File: src/rtl/branch_resolve_ctrl_if.sv
// Bundle between the IF/EX pipeline stages and branch_resolve_ctrl.
// The pipeline uses the master modport and the controller uses the slave modport.
interface branch_resolve_ctrl_if;
    logic        if_valid;
    logic        if_is_br;
    logic [31:0] if_pc;
    logic        pred_taken;

    logic        ex_valid;
    logic        ex_is_br;
    logic [31:0] ex_pc;
    logic        ex_pred_taken;
    logic        ex_br_en;
    logic [31:0] ex_target;
    logic        stall;

    logic        redirect_valid;
    logic [31:0] redirect_pc;
    logic        flush;
    logic [31:0] perf_br_total;
    logic [31:0] perf_br_mispred;

    modport master (
        output if_valid, if_is_br, if_pc,
        output ex_valid, ex_is_br, ex_pc, ex_pred_taken, ex_br_en, ex_target, stall,
        input  pred_taken, redirect_valid, redirect_pc, flush,
        input  perf_br_total, perf_br_mispred
    );

    modport slave (
        input  if_valid, if_is_br, if_pc,
        input  ex_valid, ex_is_br, ex_pc, ex_pred_taken, ex_br_en, ex_target, stall,
        output pred_taken, redirect_valid, redirect_pc, flush,
        output perf_br_total, perf_br_mispred
    );
endinterface

File: src/rtl/branch_resolve_ctrl.sv
// Branch prediction (2-bit PHT) in IF and resolution/redirect/flush sequencing in EX.
// Optional branch performance counters are enabled with BRANCH_PERF_CNT_EN.
module branch_resolve_ctrl #(
    parameter int unsigned IDX_BITS     = 6,
    parameter int unsigned FLUSH_CYCLES = 2
) (
    input logic                  clk,
    input logic                  rst,
    branch_resolve_ctrl_if.slave bus
);
    localparam int unsigned PHT_SIZE = 1 << IDX_BITS;
    localparam int unsigned CNT_W    = 3;

    localparam logic [0:0] IDLE  = 1'b0;
    localparam logic [0:0] FLUSH = 1'b1;

    logic [1:0]          pht [PHT_SIZE];
    logic [IDX_BITS-1:0] if_idx;
    logic [IDX_BITS-1:0] ex_idx;

    logic [0:0]       state;
    logic [0:0]       state_nx;
    logic [CNT_W-1:0] cnt;
    logic [CNT_W-1:0] cnt_nx;
    logic             flush_q;
    logic             flush_nx;
    logic             redirect_valid_q;
    logic             redirect_valid_nx;
    logic [31:0]      redirect_pc_q;
    logic [31:0]      redirect_pc_nx;

    logic resolve;
    logic mispredict;
    logic unused_if_pc_bits;

    assign if_idx = bus.if_pc[IDX_BITS+1:2];
    assign ex_idx = bus.ex_pc[IDX_BITS+1:2];
    assign unused_if_pc_bits = ^{bus.if_pc[31:IDX_BITS+2], bus.if_pc[1:0]};

    // Reads the pre-update table; a same-cycle training write shows up next cycle.
    assign bus.pred_taken = bus.if_valid & bus.if_is_br & pht[if_idx][1];

    assign resolve    = bus.ex_valid & bus.ex_is_br & ~bus.stall & (state == IDLE);
    assign mispredict = resolve & (bus.ex_br_en != bus.ex_pred_taken);

    // PHT training: saturating 2-bit counters
    always_ff @(posedge clk) begin
        if (rst) begin
            for (int unsigned i = 0; i < PHT_SIZE; i++) begin
                pht[i] <= 2'b01;
            end
        end else if (resolve) begin
            if (bus.ex_br_en) begin
                if (pht[ex_idx] != 2'b11) pht[ex_idx] <= pht[ex_idx] + 2'd1;
            end else begin
                if (pht[ex_idx] != 2'b00) pht[ex_idx] <= pht[ex_idx] - 2'd1;
            end
        end
    end

    // Next-state and registered-output logic
    always_comb begin
        state_nx          = state;
        cnt_nx            = cnt;
        flush_nx          = flush_q;
        redirect_valid_nx = 1'b0;
        redirect_pc_nx    = redirect_pc_q;
        case (state)
            IDLE: begin
                if (mispredict) begin
                    state_nx          = FLUSH;
                    cnt_nx            = CNT_W'(FLUSH_CYCLES - 1);
                    flush_nx          = 1'b1;
                    redirect_valid_nx = 1'b1;
                    redirect_pc_nx    = bus.ex_br_en ? bus.ex_target : bus.ex_pc + 32'd4;
                end
            end
            FLUSH: begin
                if (cnt == '0) begin
                    state_nx = IDLE;
                    flush_nx = 1'b0;
                end else begin
                    cnt_nx = cnt - CNT_W'(1);
                end
            end
            default: begin
                state_nx = IDLE;
                flush_nx = 1'b0;
            end
        endcase
    end

    always_ff @(posedge clk) begin
        if (rst) begin
            state            <= IDLE;
            cnt              <= '0;
            flush_q          <= 1'b0;
            redirect_valid_q <= 1'b0;
            redirect_pc_q    <= '0;
        end else begin
            state            <= state_nx;
            cnt              <= cnt_nx;
            flush_q          <= flush_nx;
            redirect_valid_q <= redirect_valid_nx;
            redirect_pc_q    <= redirect_pc_nx;
        end
    end

    assign bus.flush          = flush_q;
    assign bus.redirect_valid = redirect_valid_q;
    assign bus.redirect_pc    = redirect_pc_q;

`ifdef BRANCH_PERF_CNT_EN
    logic [31:0] br_total_q;
    logic [31:0] br_mispred_q;

    always_ff @(posedge clk) begin
        if (rst) begin
            br_total_q   <= '0;
            br_mispred_q <= '0;
        end else begin
            if (resolve)    br_total_q   <= br_total_q + 32'd1;
            if (mispredict) br_mispred_q <= br_mispred_q + 32'd1;
        end
    end

    assign bus.perf_br_total   = br_total_q;
    assign bus.perf_br_mispred = br_mispred_q;
`else
    assign bus.perf_br_total   = '0;
    assign bus.perf_br_mispred = '0;
`endif
endmodule
File: src/flat_wrapper.sv
// flat-port wrapper written by rule: the top's interface ports become plain ports
module branch_resolve_ctrl_flat 
#(
    parameter int unsigned IDX_BITS     = 6,
    parameter int unsigned FLUSH_CYCLES = 2
)
  (clk, rst, bus_if_valid, bus_if_is_br, bus_if_pc, bus_ex_valid, bus_ex_is_br, bus_ex_pc, bus_ex_pred_taken, bus_ex_br_en, bus_ex_target, bus_stall, bus_pred_taken, bus_redirect_valid, bus_redirect_pc, bus_flush, bus_perf_br_total, bus_perf_br_mispred);
  branch_resolve_ctrl_if bus_i ();
  input logic clk;
  input logic rst;
  input wire logic [$bits(bus_i.if_valid)-1:0] bus_if_valid;
  input wire logic [$bits(bus_i.if_is_br)-1:0] bus_if_is_br;
  input wire logic [$bits(bus_i.if_pc)-1:0] bus_if_pc;
  input wire logic [$bits(bus_i.ex_valid)-1:0] bus_ex_valid;
  input wire logic [$bits(bus_i.ex_is_br)-1:0] bus_ex_is_br;
  input wire logic [$bits(bus_i.ex_pc)-1:0] bus_ex_pc;
  input wire logic [$bits(bus_i.ex_pred_taken)-1:0] bus_ex_pred_taken;
  input wire logic [$bits(bus_i.ex_br_en)-1:0] bus_ex_br_en;
  input wire logic [$bits(bus_i.ex_target)-1:0] bus_ex_target;
  input wire logic [$bits(bus_i.stall)-1:0] bus_stall;
  output wire logic [$bits(bus_i.pred_taken)-1:0] bus_pred_taken;
  output wire logic [$bits(bus_i.redirect_valid)-1:0] bus_redirect_valid;
  output wire logic [$bits(bus_i.redirect_pc)-1:0] bus_redirect_pc;
  output wire logic [$bits(bus_i.flush)-1:0] bus_flush;
  output wire logic [$bits(bus_i.perf_br_total)-1:0] bus_perf_br_total;
  output wire logic [$bits(bus_i.perf_br_mispred)-1:0] bus_perf_br_mispred;
  assign bus_i.if_valid = bus_if_valid;
  assign bus_i.if_is_br = bus_if_is_br;
  assign bus_i.if_pc = bus_if_pc;
  assign bus_i.ex_valid = bus_ex_valid;
  assign bus_i.ex_is_br = bus_ex_is_br;
  assign bus_i.ex_pc = bus_ex_pc;
  assign bus_i.ex_pred_taken = bus_ex_pred_taken;
  assign bus_i.ex_br_en = bus_ex_br_en;
  assign bus_i.ex_target = bus_ex_target;
  assign bus_i.stall = bus_stall;
  assign bus_pred_taken = bus_i.pred_taken;
  assign bus_redirect_valid = bus_i.redirect_valid;
  assign bus_redirect_pc = bus_i.redirect_pc;
  assign bus_flush = bus_i.flush;
  assign bus_perf_br_total = bus_i.perf_br_total;
  assign bus_perf_br_mispred = bus_i.perf_br_mispred;
  branch_resolve_ctrl #(.IDX_BITS(IDX_BITS), .FLUSH_CYCLES(FLUSH_CYCLES)) u_core (.clk(clk), .rst(rst), .bus(bus_i));
endmodule
File: config.mk
export PLATFORM = sky130hd
export DESIGN_NAME = branch_resolve_ctrl_flat
export DESIGN_NICKNAME = d
export VERILOG_FILES = /design/src/rtl/branch_resolve_ctrl_if.sv /design/src/rtl/branch_resolve_ctrl.sv /design/src/flat_wrapper.sv
export SDC_FILE = /design/constraint.sdc
export NUM_CORES = 1
export LEC_CHECK = 0
export ABC_AREA = 1
export CORE_MARGIN = 3
export CORE_UTILIZATION = 42
export CTS_CLUSTER_DIAMETER = 150
export DETAILED_ROUTE_END_ITERATION = 6
export GPL_TIMING_DRIVEN = 0
export MAX_ROUTING_LAYER = met4
export PLACE_DENSITY_LB_ADDON = 0.25
export SLEW_MARGIN = 0
export SYNTH_ARGS = -nofsm -noshare
export SYNTH_HDL_FRONTEND = slang
export SYNTH_SLANG_ARGS = --single-unit
File: constraint.sdc
create_clock -name clk -period 2.8 [get_ports clk]
set_input_delay 0.84 -clock clk [delete_from_list [all_inputs] [get_ports clk]]
set_output_delay 0.84 -clock clk [all_outputs]
set_load 0.005 [all_outputs]
Word level (Yosys, flattened, before mapping)
Memories as Yosys holds them, arrays and structs flattened.
Index checks and enable logic that the tools add are counted.

operators by class
  $add $sub $neg = 4
  multiplexer cells = 26
  reduce and logical (&&, ||, !) cells = 7
  bitwise operators = 9
  eq/ne operators = 5

operators by type and width
  cell                                               number
  adder 32 x 3 -> 32 bit (second input constant)     1
  2-to-1 mux 32 bit                                  1
  2-to-1 mux 1 bit                                   17
  AND 1 bit                                          6
  2-to-1 mux 3 bit                                   2
  2-to-1 mux 6 bit                                   1
  != test 2 bit (second input constant)              3
  case mux 3 bit (2 select lines)                    1
  AND reduction 2 bit                                3
  2-to-1 mux 2 bit                                   2
  case mux 1 bit (2 select lines)                    2
  OR reduction 2 bit                                 2
  logical NOT 3 bit                                  1
  subtractor 3 x 1 -> 3 bit (second input constant)  1
  adder 2 x 1 -> 2 bit (second input constant)       1
  != test 2 x 1 -> 1 bit (second input constant)     1
  NOT 1 bit                                          2
  nonzero test 2 bit                                 1
  subtractor 2 x 1 -> 2 bit (second input constant)  1
  != test 1 bit                                      1
  OR 1 bit                                           1

storage, ports and cells
  memory bits (writable) = 128
  memories = 1
  word-level logic and storage cells = 57
  input bits = 105
  flip-flop bits (word level) = 38

memory list
  memory      words  bits a word  read ports  clocked after memory_dff  wr ports  line                       text
  u_core.pht  64     2            2           0                         64        branch_resolve_ctrl.sv:17  logic [1:0] pht [PHT_SIZE];

Logic depth before layout (Yosys ltp)
Gate-level depths: netlist (run 1).
An unclocked memory read counts as a cell.

  depth after elaboration = 10
  gate-level depth with buffers = 19
  mapped depth without buffers = 16

Worst setup path after synthesis (run 1)
No wires, ideal clock.

  path kind = input -> output
  start point = input bus_if_pc[2]
  end point = output bus_pred_taken
  stages on the path = 8
  slack = -0.042 ns
  data required time = 1.960 ns
  arrival time = 2.002 ns
  path buffers = 2
  path through = clkbuf_1 clkbuf_1 o21ai_0 o221ai_1 nand3_1 o211ai_1 nand3_1 a21oi_1

on the way
  cells in the longest elaborated chain, start to end = 2

ends and longest elaborated chain
  what                 line                       text
  start, declared      flat_wrapper.sv:13         input wire logic [$bits(bus_i.if_pc)-1:0] bus_if_pc;
  memory (64 x 2 bit)  -
  AND 1 bit            branch_resolve_ctrl.sv:41  assign bus.pred_taken = bus.if_valid & bus.if_is_br & pht[if_idx][1];
  end, declared        flat_wrapper.sv:21         output wire logic [$bits(bus_i.pred_taken)-1:0] bus_pred_taken;

Every way passes these cells.

Final worst setup path (run 1)
Ends and elaborated chain as after synthesis.

==> impl_metrics.toml, run 1 <==
[critical_path]
crit_type = "in2out"
worst_ep_arrival_time_ns = 2.21
crit_required_ns = 1.96
endpoint_kind = "primary output"
reg2reg_from = "u_core.pht[34][1]$_SDFFCE_PN0P_"
r2r_slack_ns = 0.39
cp-start-kind = "input pin"
ff2ff_path_depth = 15
critPathMaxFanout = 6
worstReg2RegEnd = "u_core.pht[56][1]$_SDFFCE_PN0P_"

[timing]
rsz0062_at_grt = "true"
finalWorstSetupSlack_ns = -0.2489
hold_violations = 0
worst_pin_slew_ns = 1.294
finalSetupViolCount = 109
min_period_ns = 3.049
maxClockFrequency_ghz = 0.3280
slew_headroom_pct = 13.75
skew_ns = 0.01353
maxSlewViolCount = 0
fin_crit_sh_pct = 108.9
setup_tns_ns = -2.725
whs_ns = 0.4512

[clock_tree]
clk_pin_slew_worst_paths_ns = 0.06
cts_htree_levels = 4
cts_tree = "built"
cts.sinks = 166
cts_root_buf = "clkbuf_16"
max-clock-path-buffers = 2
clock_latency_ns = 0.44
hold_buffers = 0
cts_made_buffers = 17

[pwr]
p_comb_share_pct = 21.1
clockPowerShare_pct = 35.8
netSwitchingFraction_pct = 30.32
fin_total_pwr_w = 0.006329
switchingPower_w = 0.001919
pwr_density_cell_nw_per_um2 = 452.6
ir_drop_v = 0.0004605
p_leak_nw = 6.117
pwr-share-seq_pct = 43.1
p_int_w = 0.004410

[global_routing]
grt-ovfl-total = 0
globalRouteMet3Util_pct = 4.565
grt_pass1_wl_um = 59360
met2_usage_pct = 47.15
grt_pass1_vias = 10210
grt_start_max_net_pins = 17
busiest_layer = "met2"
gr-usage-met1_pct = 40.20
grt_usage_pct = 30.77
antenna_found_initial = 1

[outcome]
violations = "negative setup slack"
status = "finished with violations"

[floorplan]
die_w_um = 162
io_pins = 204
initial_core_util_pct = 43.16
core_um2 = 23680
fp-row-count = 56
die_h_um = 162
dieArea_um2 = 26240

[logic_synthesis]
yosysWarnings = 0
syn_inst = 1431
postSynthAreaPerCell_um2 = 7.143
synth_seq_area_share_pct = 45.05
synth_area_um2 = 10220
synth-seq-cells = 166
synth.distinct_cells = 32

[drt]
ant_nets = 0
dr.pass1.iters = 6
num_vias = 10860
drt-total-wl_um = 40300
drc = 0
vias_per_cell = 5.441
dr.first_iter.drc_count = 1639
wire_per_inst_um = 20.19

[worst_hold_path]
min-delay-path-class = "reg2reg"
hp-start = "u_core.cnt[0]$_SDFFE_PP0P_"
whs_endpoint = "u_core.cnt[0]$_SDFFE_PP0P_"
min_path_cells = 1

[flow_run]
cap_viol_max_count = 0

[place]
dp_hpwl_um = 27390
gp_congestion = 0.9956
port_buffers = 109
placedInstanceArea_um2 = 11950

[cells_and_area]
area_delta_synth_final_pct = 36.80
drive_gt1_share_pct = 18.74
final_design_area_no_fill_um2 = 13980
layout_commonest_cell = "nand2_1"
fin_nets = 1771
layout_common_cells = "nand2_1, nor2_1, edfxtp_1"
==> metal layers <==
| layer | wire length, um | vias to the layer above | share of wire (%) |
|---|---|---|---|
| met5 | 0 | - | 0 |
| met1 | 15190 | 5009 | 38 |
| met3 | 4732 | 167 | 12 |
| li1 | - | 4988 | - |
| met2 | 18250 | 697 | 45 |
| met4 | 2120 | 0 | 5.3 |
==> cell usage after synthesis, drive strengths merged <==
cell type  instances  area, um2
o22ai              2      12.51
edfxtp           128       3844
nand4              7      43.79
or2                7      43.80
o21ai             92      460.4
ha                 3      37.54
and3               1      6.260
nor2             200      750.7
dfxtp             38      760.7
a21oi             30      150.1
buf              101      673.1
mux2i              3      30.03
clkbuf            41      153.9
conb               1      3.750
clkinv             2      7.510
o211ai            12      90.09
nand3            104      525.5
nor4               5      31.28
xor2               8      70.07
xnor2              8      70.07
o221ai             6      52.55
nor3              16      80.08
nand2            537       2016
inv               76      285.3
nand3b             3      22.52
==> worst max-delay path: stages <==
cell      delay, ns
buf_12         0.12
clkinv_8       0.07
clkbuf_8       0.16
buf_4          0.13
a21oi_1        0.06
o21ai_0        0.17
nand3_1        0.13
nand3_1        0.14
nand3b_1       0.12
a21oi_2        0.14
buf_2          0.12
==> power by group through the flow <==
stage | clock [W] | sequential [W] | combinational [W]
2_1_floorplan | 0 | 0.00277 | 0.000594
3_3_place_gp | 0 | 0.00278 | 0.00104
3_5_place_dp | 0 | 0.00278 | 0.00104
4_1_cts | 0.00226 | 0.00273 | 0.00123
5_1_grt | 0.00238 | 0.00273 | 0.00141
6_report | 0.00227 | 0.00273 | 0.00134
==> sequential cells by signal (all words and copies together), names as in the netlist <==
name / flops
u_core.bus.redirect_valid: 1
u_core.bus.redirect_pc: 32
u_core.bus.flush: 1
u_core.state: 1
u_core.pht: 128
u_core.cnt: 3
==> through the flow <==
stage          worst slack [ns]  util, %  instances
6_report                -0.2489    59.04       1996
5_1_grt                 -0.3021    59.04       1996
4_1_cts                 -0.1797    57.66       1992
3_5_place_dp             -1.838    50.45       1922
3_3_place_gp             -1.758    50.45       1922
2_1_floorplan           0.03934        -       1494
==> how the worst max path moves through the flow <==
stage	startpoint	to	slack, ns	depth (start not counted)
3_5_place_dp	bus_if_pc[3]	bus_pred_taken	-1.84	10
4_1_cts	bus_if_pc[2]	bus_pred_taken	-0.18	10
6_report	bus_if_pc[2]	bus_pred_taken	-0.25	11
5_1_grt	bus_if_pc[2]	bus_pred_taken	-0.30	12
3_3_place_gp	bus_if_pc[3]	bus_pred_taken	-1.76	10
2_1_floorplan	bus_if_pc[2]	bus_pred_taken	0.04	8
==> logic make-up (layout without fill, tap and decap cells) <==
kind of cell,count (synthesis),after routing,synth area share [%]
buf+inv,220,402,10.96
other cells,1,65,0.03669
mux,3,3,0.2938
fa+ha+maj,3,3,0.3673
flops,166,166,45.05
compound gates,142,142,7.492
simple gates,880,880,34.44
xor+xnor,16,16,1.371
==> final cells by class <==
| class | count | area, um2 |
|---|---|---|
| flip-flops and latches | 166 | 4604 |
| inverters | 78 | 329.1 |
| fillers | 2210 | 9701 |
| clock buffers | 19 | 454.2 |
| repair buffers | 151 | 1650 |
| well taps | 319 | 399.1 |
| repair inverters | 1 | 8.758 |
| diodes | 1 | 2.502 |
| multi-input cells | 1108 | 5186 |
| plain buffers | 140 | 1254 |
| clock inverters | 13 | 93.84 |
==> repair_timing <==
action                                  in CTS  in global routing
endpoints found under the setup margin     264                263
buffers inserted                            26                  4
gates resized for setup                    260                 92
cloned                                      12                  1
pin swaps                                   17                 24
No activity file was read; power rests on OpenSTA's default activity.
==> run 2: changes to the inputs <==
--- a/config.mk
+++ b/config.mk
@@ -6,8 +6,9 @@
 export NUM_CORES = 1
 export LEC_CHECK = 0
 export ABC_AREA = 1
+export ABC_CLOCK_PERIOD_IN_PS = 2800
 export CORE_MARGIN = 3
-export CORE_UTILIZATION = 42
+export CORE_UTILIZATION = 35
 export CTS_CLUSTER_DIAMETER = 150
 export DETAILED_ROUTE_END_ITERATION = 6
 export GPL_TIMING_DRIVEN = 0
==> run 2 against run 1 <==
  * Clock skew increased by 0.0013 ns
  * Critical path type unchanged
  * Count of clock-buffer cells in the layout decreased by 2
  * Register-to-register slack got worse by 0.04 ns
  * Design area decreased by 0.33%
  * Highest routed layer unchanged
  * The flow still finishes with violations (negative setup slack)
  * Largest power group unchanged
  * Die area increased by 19%
  * Cell count increased by 3.1%
==> impl_metrics.toml, run 2 (synthesized netlist as in run 1, its figures left out) <==
[outcome]
status = "finished with violations"
violations = "negative setup slack"

[floorplan]
die_w_um = 176.9
initial_core_util_pct = 36.10
io_pins = 204
die_h_um = 176.9
dieArea_um2 = 31290
core_um2 = 28320
fp-row-count = 61

[critical_path]
cp-start-kind = "input pin"
crit_slowest_cell = "o211ai_1"
crit_required_ns = 1.96
slowest_delay_ns = 0.24
cp_cell_sequence = "buf_12 -> clkbuf_16 -> buf_6 -> o21ai_2 -> o22ai_2 -> nor2_1 -> o211ai_1 -> nand3_1 -> a21oi_1 -> buf_2"
r2r_slack_ns = 0.35
worst_ep_arrival_time_ns = 2.17
ff2ff_path_depth = 14
endpoint_kind = "primary output"
crit_type = "in2out"
critPathMaxFanout = 5

[cells_and_area]
fin_nets = 1772
fill_cells = 2680
largest_reg_flops = 128
utilization_pct = 49.22
layout_commonest_cell = "nand2_1"
area_delta_synth_final_pct = 36.35
layout_common_cells = "nand2_1, nor2_1, edfxtp_1"
largest_register = "u_core.pht"
drive_gt1_share_pct = 18.55

[pwr]
p_comb_share_pct = 20.7
fin_total_pwr_w = 0.006401
p_leak_nw = 5.876
netSwitchingFraction_pct = 31.45
switchingPower_w = 0.002013
pwr-share-seq_pct = 42.6
pwr_density_cell_nw_per_um2 = 459.3
clockPowerShare_pct = 36.7
ir_drop_v = 0.0004075
p_int_w = 0.004388

[timing]
min_period_ns = 3.009
rsz0062_at_grt = "true"
slew_headroom_pct = 18.77
finalSetupViolCount = 1
maxSlewViolCount = 0
hold_violations = 0
skew_ns = 0.01480
finalWorstSetupSlack_ns = -0.2094
maxClockFrequency_ghz = 0.3323
worst_pin_slew_ns = 1.218
fin_crit_sh_pct = 107.5
whs_ns = 0.4504

[global_routing]
grt_pass1_wl_um = 58930
grt_pass1_vias = 9801
grt-ovfl-total = 0
grt_usage_pct = 26.06
grt_start_max_net_pins = 18
antenna_found_initial = 3

[drt]
drt-met1-wl_um = 16510
num_vias = 10710
dr.first_iter.drc_count = 1269
wire_per_inst_um = 20.11
ant_nets = 0
routed-wl-met2_um = 18930
top_layer = "met4"
vias_per_cell = 5.206
drc = 0
wl_met3_um = 4115
drt-total-wl_um = 41400
dr.pass1.iters = 6

[worst_hold_path]
min_path_cells = 2
min-delay-path-class = "reg2reg"

[clock_tree]
cts.sinks = 166
cts_htree_levels = 4
cts_made_buffers = 17
clk_pin_slew_worst_paths_ns = 0.07
cts_root_buf = "clkbuf_16"
clock_latency_ns = 0.44
max-clock-path-buffers = 2
cts_tree = "built"

[place]
gp_congestion = 0.9624
dp_hpwl_um = 28450
port_buffers = 109

[flow_run]
cap_viol_max_count = 0
==> run 2: changes by cell type in the layout (fill, tap and decap cells not counted), sizes merged <==
cell / delta
buf: -7
clkbuf: +7
clkinv: -4
inv: +4
diode: +2
bufbuf: -1
clkdlybuf4s15: +1
clkinvlp: +1
==> run 2: layer usage <==
| layer | up-vias | global-route usage [%] |
|---|---|---|
| met5 | - | - |
| met4 | 0 | 12.14 |
| met3 | 133 | 4.869 |
| met2 | 615 | 40.15 |
| met1 | 4976 | 33.31 |
| li1 | 4990 | - |
==> run 2: worst max-delay path, delay by kind of cell <==
| family | cells | cell delay (ns) |
|---|---|---|
| AO/OA/AOI/OAI | 4 | 0.63 |
| buffers and inverters | 4 | 0.46 |
| AND/OR/NAND/NOR | 2 | 0.24 |
==> run 2: power groups by stage <==
stage	logic [W]	registers [W]	clock network (W)
after floorplan	0.000594	0.00277	0
after global placement	0.00104	0.00278	0
after detailed placement	0.00105	0.00278	0
after CTS	0.00119	0.00273	0.00233
after global routing	0.00141	0.00273	0.00243
final	0.00132	0.00273	0.00235
==> run 2: final timing paths <==
check / startpoint / to
setup reg to reg: u_core.pht[18][1]$_SDFFCE_PN0P_ / u_core.pht[54][1]$_SDFFCE_PN0P_
hold reg to reg: u_core.bus.redirect_pc[27]$_SDFFE_PP0P_ / u_core.bus.redirect_pc[27]$_SDFFE_PP0P_
setup / recovery: bus_if_pc[2] / bus_pred_taken
hold / removal: u_core.bus.redirect_pc[27]$_SDFFE_PP0P_ / u_core.bus.redirect_pc[27]$_SDFFE_PP0P_
==> run 2: what timing repair did <==
action                                  4_1_cts  5_1_grt
pin swaps                                    22       20
hold buffers                                  0        0
cloned                                        4        6
setup buffers                                23       10
resized for setup                           198      119
endpoints found under the setup margin      266      261
==> run 2: area by class of cell <==
cell class | instances | area, um2 | share of cell area (%)
clock buffer | 17 | 425.4 | 3.053
timing repair buffer | 152 | 1615 | 11.59
antenna | 3 | 7.507 | 0.05387
inverter | 78 | 322.8 | 2.316
buffer | 141 | 1262 | 9.059
sequential | 166 | 4604 | 33.04
clock inverter | 15 | 135.1 | 0.9697
tap | 378 | 473.0 | 3.394
multi-input combinational | 1108 | 5090 | 36.52
==> run 2: through the flow <==
step	setup WS, ns	instance area [um2]	TNS [ns]	instances
6_report	-0.2094	13940	-0.2094	2058
5_1_grt	-0.2994	13940	-1.616	2058
4_1_cts	-0.1751	13380	-0.1751	2040
3_5_place_dp	-1.748	12020	-383.00	1981
3_3_place_gp	-1.786	12020	-376.81	1981
2_1_floorplan	0.03934	10460	0	1494
